$ cat config.mk
export PLATFORM = sky130hd
export DESIGN_NAME = multi_flex_counter
export DESIGN_NICKNAME = d
export VERILOG_FILES = /design/src/rtl/flex_counter_pkg.sv /design/src/rtl/flex_counter_chan.sv /design/src/rtl/multi_flex_counter.sv
export SDC_FILE = /design/constraint.sdc
export NUM_CORES = 1
export LEC_CHECK = 0
export BUFFER_PORTS_ARGS = -buffer_cell sky130_fd_sc_hd__buf_2
export CAP_MARGIN = 20
export CORE_MARGIN = 4
export CORE_UTILIZATION = 52
export DETAILED_ROUTE_END_ITERATION = 16
export MAX_ROUTING_LAYER = met4
export PLACE_DENSITY = 0.73
export SYNTH_ARGS = -nofsm -noshare
export SYNTH_HDL_FRONTEND = slang
export SYNTH_SLANG_ARGS = --single-unit
$ cat constraint.sdc
create_clock -name clk -period 3.9 [get_ports clk]
set_input_delay 0.39 -clock clk [delete_from_list [all_inputs] [get_ports clk]]
set_output_delay 0.39 -clock clk [all_outputs]
set_load 0.03 [all_outputs]
$ cat src/rtl/flex_counter_pkg.sv
// Shared types and small helpers for the flexible counter family.
package flex_counter_pkg;

  // Per-channel counting mode: direction in bit 1, stop-at-terminal in bit 0.
  typedef enum logic [1:0] {
    UP_WRAP   = 2'd0,
    UP_STOP   = 2'd1,
    DOWN_WRAP = 2'd2,
    DOWN_STOP = 2'd3
  } cnt_mode_e;

  function automatic logic mode_is_up(input cnt_mode_e m);
    return (m == UP_WRAP) || (m == UP_STOP);
  endfunction

  function automatic logic mode_is_stop(input cnt_mode_e m);
    return (m == UP_STOP) || (m == DOWN_STOP);
  endfunction

endpackage

$ cat src/rtl/flex_counter_chan.sv
// One counter channel: next-count selection plus registered count, level flag
// and entry pulse. The unregistered pulse is exported so the parent can build
// its own registered OR across channels.
module flex_counter_chan
  import flex_counter_pkg::*;
#(
  parameter int NUM_CNT_BITS = 4
) (
  input  logic                    clk,
  input  logic                    rst,
  input  logic                    clear,
  input  logic                    load,
  input  logic                    count_enable,
  input  cnt_mode_e               mode,
  input  logic [NUM_CNT_BITS-1:0] rollover_val,
  input  logic [NUM_CNT_BITS-1:0] load_val,
  output logic [NUM_CNT_BITS-1:0] count_out,
  output logic                    rollover_flag,
  output logic                    rollover_pulse,
  output logic                    pulse_next
);

  localparam logic [NUM_CNT_BITS-1:0] ZERO = '0;
  localparam logic [NUM_CNT_BITS-1:0] ONE  = NUM_CNT_BITS'(1);

  logic [NUM_CNT_BITS-1:0] next_count;
  logic [NUM_CNT_BITS-1:0] terminal;
  logic                    flag_next;
  logic                    step;
  logic                    stop_hold;
  logic                    active;

  // Up step: anything at or above R restarts at 1 (a wrap, or recovery after a
  // load / R change left the count out of range).
  function automatic logic [NUM_CNT_BITS-1:0] up_next(
    input logic [NUM_CNT_BITS-1:0] c,
    input logic [NUM_CNT_BITS-1:0] r
  );
    return (c >= r) ? ONE : c + ONE;
  endfunction

  // Down step: idle (0), out-of-range and wrap-from-1 all reload R.
  function automatic logic [NUM_CNT_BITS-1:0] down_next(
    input logic [NUM_CNT_BITS-1:0] c,
    input logic [NUM_CNT_BITS-1:0] r
  );
    return ((c == ZERO) || (c == ONE) || (c > r)) ? r : c - ONE;
  endfunction

  // Next-state selection with clear > load > step > hold priority.
  always_comb begin
    next_count = count_out;
    active     = (rollover_val != ZERO);
    terminal   = mode_is_up(mode) ? rollover_val : ONE;
    step       = count_enable && !clear && !load;
    // A STOP channel sitting on its terminal ignores further steps.
    stop_hold  = mode_is_stop(mode) && (count_out == terminal);
    if (clear) begin
      next_count = ZERO;
    end else if (load) begin
      next_count = load_val;
    end else if (count_enable) begin
      if (!active) begin
        next_count = ZERO;
      end else if (stop_hold) begin
        next_count = count_out;
      end else if (mode_is_up(mode)) begin
        next_count = up_next(count_out, rollover_val);
      end else begin
        next_count = down_next(count_out, rollover_val);
      end
    end
    flag_next  = active && (next_count == terminal);
    // A wrap landing back on the same terminal (R==1) still counts as an
    // entry; only a STOP hold is suppressed.
    pulse_next = step && active && (next_count == terminal) && !stop_hold;
  end

  // Count, flag and pulse registers, all updated on the same edge.
  always_ff @(posedge clk or posedge rst) begin
    if (rst) begin
      count_out      <= ZERO;
      rollover_flag  <= 1'b0;
      rollover_pulse <= 1'b0;
    end else begin
      count_out      <= next_count;
      rollover_flag  <= flag_next;
      rollover_pulse <= pulse_next;
    end
  end

endmodule

$ cat src/rtl/multi_flex_counter.sv
// Bank of independent flexible counters sharing clock and reset. Each channel
// takes its own slice of the packed control buses; the top only slices and
// registers the cross-channel any_rollover summary.
module multi_flex_counter
  import flex_counter_pkg::*;
#(
  parameter int NUM_CNT_BITS = 4,
  parameter int NUM_CH       = 4
) (
  input  logic                           clk,
  input  logic                           rst,
  input  logic [NUM_CH-1:0]              clear,
  input  logic [NUM_CH-1:0]              load,
  input  logic [NUM_CH-1:0]              count_enable,
  input  logic [2*NUM_CH-1:0]            mode,
  input  logic [NUM_CH*NUM_CNT_BITS-1:0] rollover_val,
  input  logic [NUM_CH*NUM_CNT_BITS-1:0] load_val,
  output logic [NUM_CH*NUM_CNT_BITS-1:0] count_out,
  output logic [NUM_CH-1:0]              rollover_flag,
  output logic [NUM_CH-1:0]              rollover_pulse,
  output logic                           any_rollover
);

  logic [NUM_CH-1:0] pulse_next;

  for (genvar c = 0; c < NUM_CH; c++) begin : g_chan
    flex_counter_chan #(
      .NUM_CNT_BITS (NUM_CNT_BITS)
    ) u_chan (
      .clk            (clk),
      .rst            (rst),
      .clear          (clear[c]),
      .load           (load[c]),
      .count_enable   (count_enable[c]),
      .mode           (cnt_mode_e'(mode[2*c +: 2])),
      .rollover_val   (rollover_val[NUM_CNT_BITS*c +: NUM_CNT_BITS]),
      .load_val       (load_val[NUM_CNT_BITS*c +: NUM_CNT_BITS]),
      .count_out      (count_out[NUM_CNT_BITS*c +: NUM_CNT_BITS]),
      .rollover_flag  (rollover_flag[c]),
      .rollover_pulse (rollover_pulse[c]),
      .pulse_next     (pulse_next[c])
    );
  end

  // Summary flag registered from the same next-pulse terms so it lines up
  // exactly with rollover_pulse.
  always_ff @(posedge clk or posedge rst) begin
    if (rst) begin
      any_rollover <= 1'b0;
    end else begin
      any_rollover <= |pulse_next;
    end
  end

endmodule
==> run_summary.xml <==
<?xml version="1.0" encoding="UTF-8"?>
<metrics>
  <group name="clocking">
    <metric name="tritoncts.num_buffers" unit="">3</metric>
    <metric name="h-tree-depth" unit="">1</metric>
    <metric name="cts_resized" unit="">0</metric>
    <metric name="cts_tree" unit="">done</metric>
    <metric name="post-cts-setup-buffer-count" unit="">0</metric>
    <metric name="skew_pair_late_insertion_delay" unit="ps">260</metric>
    <metric name="cts_hold_buffers" unit="">0</metric>
    <metric name="cts-root-buf" unit="">sky130_fd_sc_hd__clkbuf_8</metric>
    <metric name="cts.clk_slew.worst_paths" unit="ps">90</metric>
    <metric name="clkSinkCount" unit="">25</metric>
    <metric name="cts-root-to-sink-buffers" unit="">2</metric>
  </group>
  <group name="global_route">
    <metric name="grt_start_max_net_pins" unit="">26</metric>
    <metric name="antenna_found_initial" unit="">0</metric>
    <metric name="grt_use_total" unit="%">24.43</metric>
    <metric name="gr-usage-met3" unit="%">2.379</metric>
    <metric name="first_global_vias" unit="">4026</metric>
    <metric name="global_route.peak_usage_layer" unit="">met2</metric>
    <metric name="first_pass_grt_wire_length" unit="um">19220</metric>
    <metric name="met2_track_demand_over_resource" unit="%">39.07</metric>
    <metric name="gr-usage-met1" unit="%">33.62</metric>
    <metric name="global_route.overflow_total" unit="">0</metric>
  </group>
  <group name="floorplan">
    <metric name="die_area" unit="um2">9354</metric>
    <metric name="die_w" unit="um">96.72</metric>
    <metric name="placement_rows" unit="">32</metric>
    <metric name="initial_core_utilization" unit="%">53.24</metric>
    <metric name="die_height" unit="um">96.72</metric>
    <metric name="core_region_area" unit="um2">7687</metric>
    <metric name="num_io_pins" unit="">79</metric>
  </group>
  <group name="place">
    <metric name="routabilityCongestion" unit="">0.9659</metric>
    <metric name="dpl.cell_count" unit="">674</metric>
    <metric name="hpwl_detailed" unit="um">9017</metric>
    <metric name="postPlaceCellArea" unit="um2">4444</metric>
    <metric name="io_buffer_count" unit="">78</metric>
    <metric name="pre_cts_ws" unit="ps">406.2</metric>
  </group>
  <group name="sta">
    <metric name="finalSetupViolations" unit="">0</metric>
    <metric name="final.setup.tns" unit="ps">0</metric>
    <metric name="slew_viol_final" unit="">0</metric>
    <metric name="achievable-frequency" unit="GHz">0.2822</metric>
    <metric name="final.hold.worst_slack" unit="ps">388.3</metric>
    <metric name="layout_min_cycle_time" unit="ps">3543</metric>
    <metric name="final.setup.worst_slack" unit="ps">356.7</metric>
    <metric name="rsz0062_at_grt" unit="">false</metric>
    <metric name="tightest_slew" unit="ps">796.4</metric>
    <metric name="final_hold_viol_count" unit="">0</metric>
    <metric name="min_period_over_period" unit="%">90.85</metric>
    <metric name="setup_clock_skew_after_layout" unit="ps">1.711</metric>
    <metric name="relSlewSlack" unit="%">46.42</metric>
  </group>
  <group name="run">
    <metric name="cap_viol_max_count" unit="">0</metric>
  </group>
  <group name="critical_path">
    <metric name="cp_max_fo" unit="">13</metric>
    <metric name="worst-endpoint-required" unit="ps">4050</metric>
    <metric name="reg2reg_slack" unit="ps">360</metric>
    <metric name="worstSetupStartpointType" unit="">flop</metric>
    <metric name="end_kind" unit="">flop</metric>
    <metric name="timing.setup.critical_path_class" unit="">reg2reg</metric>
    <metric name="worstRegToRegCells" unit="">11</metric>
    <metric name="reg_to_reg_startpoint" unit="">g_chan[1].u_chan.count_out[0]$_DFF_PP0_</metric>
    <metric name="cpMostUsedCell" unit="">sky130_fd_sc_hd__a21oi_1</metric>
    <metric name="critical_path.max_stage_delay" unit="ps">710</metric>
    <metric name="worst_setup_path_startpoint" unit="">g_chan[1].u_chan.count_out[0]$_DFF_PP0_</metric>
    <metric name="worst_setup_ep" unit="">any_rollover$_DFF_PP0_</metric>
    <metric name="worst_r2r_endpoint" unit="">any_rollover$_DFF_PP0_</metric>
    <metric name="timing.critical_path.cells" unit="">inv_1, ha_1, nand2b_1, a21oi_1, o31ai_1, a2111oi_0, mux2_2, o2111ai_1, and4b_1, a21oi_1, o211ai_2</metric>
    <metric name="cp_data_arrival_time" unit="ps">3690</metric>
    <metric name="cp_slowest_cell" unit="">sky130_fd_sc_hd__a2111oi_0</metric>
  </group>
  <group name="outcome">
    <metric name="run_status" unit="">finished clean</metric>
  </group>
  <group name="synth">
    <metric name="ys_dominant_reg_cell" unit="">sky130_fd_sc_hd__dfrtp_1</metric>
    <metric name="synth.area.top_cells" unit="">sky130_fd_sc_hd__dfrtp_1, sky130_fd_sc_hd__ha_1, sky130_fd_sc_hd__o211ai_1, sky130_fd_sc_hd__inv_1, sky130_fd_sc_hd__nor2_1</metric>
    <metric name="yosys.area.top_type_share" unit="%">15.29</metric>
    <metric name="yosys_register_bits" unit="">25</metric>
    <metric name="synth_nets" unit="">607</metric>
    <metric name="postSynth.asyncResetShare" unit="%">100.0</metric>
    <metric name="netlist_instances" unit="">525</metric>
    <metric name="synth.top_cells.by_count" unit="">sky130_fd_sc_hd__inv_1, sky130_fd_sc_hd__nor2_1, sky130_fd_sc_hd__ha_1</metric>
    <metric name="yosys.cell_types.count" unit="">83</metric>
    <metric name="ys.warnings.count" unit="">0</metric>
    <metric name="synth.avg_cell_area" unit="um2">7.796</metric>
    <metric name="synth-edff-count" unit="">0</metric>
    <metric name="netlist_area_pre_place" unit="um2">4093</metric>
    <metric name="synth_sequential_area_ratio" unit="%">15.29</metric>
    <metric name="synth_top_area_cell" unit="">sky130_fd_sc_hd__dfrtp_1</metric>
  </group>
  <group name="power">
    <metric name="largest_vdd_supply_drop" unit="mV">0.1584</metric>
    <metric name="static-leakage-power" unit="nW">2.037</metric>
    <metric name="p_per_area" unit="nW/um2">242.1</metric>
    <metric name="total_power" unit="mW">1.096</metric>
  </group>
  <group name="routing">
    <metric name="detail_route.drc_violations" unit="">0</metric>
    <metric name="dr.pass1.iters" unit="">4</metric>
    <metric name="drt_iter0_drc" unit="">148</metric>
    <metric name="detail-route-antenna-nets" unit="">0</metric>
    <metric name="post_drt_via_cell_ratio" unit="">6.381</metric>
    <metric name="detailroute.via_count" unit="">4339</metric>
    <metric name="post_drt_wl_per_cell" unit="um">16.92</metric>
    <metric name="route.final.wire_length" unit="um">11500</metric>
  </group>
  <group name="cells_and_area">
    <metric name="syn_to_layout_area_delta" unit="%">10.64</metric>
    <metric name="final_core_util" unit="%">58.90</metric>
    <metric name="post-route-cell-area" unit="um2">4528</metric>
    <metric name="antenna-diode-count" unit="">0</metric>
    <metric name="fillerInstances" unit="">742</metric>
    <metric name="multi_input_area" unit="um2">3105</metric>
    <metric name="sequential_cell_area" unit="um2">625.6</metric>
    <metric name="post_layout_nonfiller_instances" unit="">680</metric>
    <metric name="layout-drive-gt1-share" unit="%">19.90</metric>
    <metric name="nNetsFinal" unit="">661</metric>
  </group>
  <group name="min_path">
    <metric name="hold_wc_path_type" unit="">in2reg</metric>
  </group>
</metrics>
-- flip-flops by register name (all words and copies together), names as in the netlist --
| signal | flops |
|---|---|
| g_chan.u_chan.count_out | 16 |
| g_chan.u_chan.rollover_pulse | 4 |
| any_rollover | 1 |
| g_chan.u_chan.rollover_flag | 4 |
-- per-layer routing --
| layer | vias to the layer above | wire [um] | part of all wire (%) |
|---|---|---|---|
| li1 | 2110 | - | - |
| met4 | 0 | 178 | 1.5 |
| met5 | - | 0 | 0 |
| met3 | 18 | 758 | 6.6 |
| met1 | 2040 | 5027 | 44 |
| met2 | 171 | 5539 | 48 |
-- where the power goes --
group / internal, mW / switching [mW]
Clock: 0.0714 / 0.0824
Sequential: 0.278 / 0.0457
Combinational: 0.245 / 0.373
Total: 0.595 / 0.501
-- area by class of cell --
type                    instances  share of cell area [%]
repair buffers                 85                   10.28
multi-input cells             422                   68.58
flip-flops and latches         25                   13.82
inverters                      42                   3.482
clock inverters                 1                  0.1105
clock buffers                   3                  0.9119
well taps                     102                   2.818
-- how the worst min path moves through the flow --
stage | from | endpoint | slack [ps] | cells after the start
after floorplan | rst | any_rollover$_DFF_PP0_ | 420 | 1
after global placement | rst | g_chan[1].u_chan.count_out[0]$_DFF_PP0_ | 650 | 2
after detailed placement | rst | g_chan[1].u_chan.count_out[0]$_DFF_PP0_ | 670 | 2
after CTS | rst | g_chan[1].u_chan.count_out[0]$_DFF_PP0_ | 360 | 2
after global routing | clear[1] | g_chan[1].u_chan.count_out[3]$_DFF_PP0_ | 390 | 2
final | clear[1] | g_chan[1].u_chan.count_out[3]$_DFF_PP0_ | 390 | 2
-- worst max-delay path: cells and delay by family (launching register included) --
kind	cells	cell delay [ps]
AO/OA/AOI/OAI	6	1680
flip-flops	1	600
multiplexers	1	430
AND/OR/NAND/NOR	2	360
adder cells (fa/ha/maj)	1	200
buffers and inverters	1	170
-- layout by cell type, fill, tap and decap left out, types with 4 or more instances in the layout --
master	instances
sky130_fd_sc_hd__a211oi_1	6
sky130_fd_sc_hd__o21a_1	11
sky130_fd_sc_hd__o211a_1	6
sky130_fd_sc_hd__nor4_1	11
sky130_fd_sc_hd__o21ai_0	15
sky130_fd_sc_hd__o221ai_1	4
sky130_fd_sc_hd__xnor2_1	14
sky130_fd_sc_hd__a21o_1	6
sky130_fd_sc_hd__nand3b_1	5
sky130_fd_sc_hd__nand3_1	14
sky130_fd_sc_hd__ha_1	28
sky130_fd_sc_hd__nor3_1	13
sky130_fd_sc_hd__o31ai_1	8
sky130_fd_sc_hd__dfrtp_1	25
sky130_fd_sc_hd__inv_1	42
sky130_fd_sc_hd__a32oi_1	4
sky130_fd_sc_hd__buf_4	5
sky130_fd_sc_hd__nand2b_1	10
sky130_fd_sc_hd__nor2_1	42
sky130_fd_sc_hd__a31oi_1	7
sky130_fd_sc_hd__o311a_1	5
sky130_fd_sc_hd__and3_1	5
sky130_fd_sc_hd__nand2_1	23
sky130_fd_sc_hd__nand4_1	11
sky130_fd_sc_hd__a21oi_1	25
sky130_fd_sc_hd__and2_1	5
sky130_fd_sc_hd__buf_2	78
sky130_fd_sc_hd__xor2_1	12
sky130_fd_sc_hd__o211ai_1	24
sky130_fd_sc_hd__or3_1	6
sky130_fd_sc_hd__o2111ai_1	9
sky130_fd_sc_hd__nor2b_1	12
-- cells by family after synthesis --
logic type | share of synthesized area [%]
adder cells (fa/ha/maj) | 8.560
XOR/XNOR | 5.564
buffers and inverters | 8.835
AO/OA/AOI/OAI | 34.91
AND/OR/NAND/NOR | 25.80
multiplexers | 1.039
flip-flops | 15.29
No activity file was read; power rests on OpenSTA's default activity.
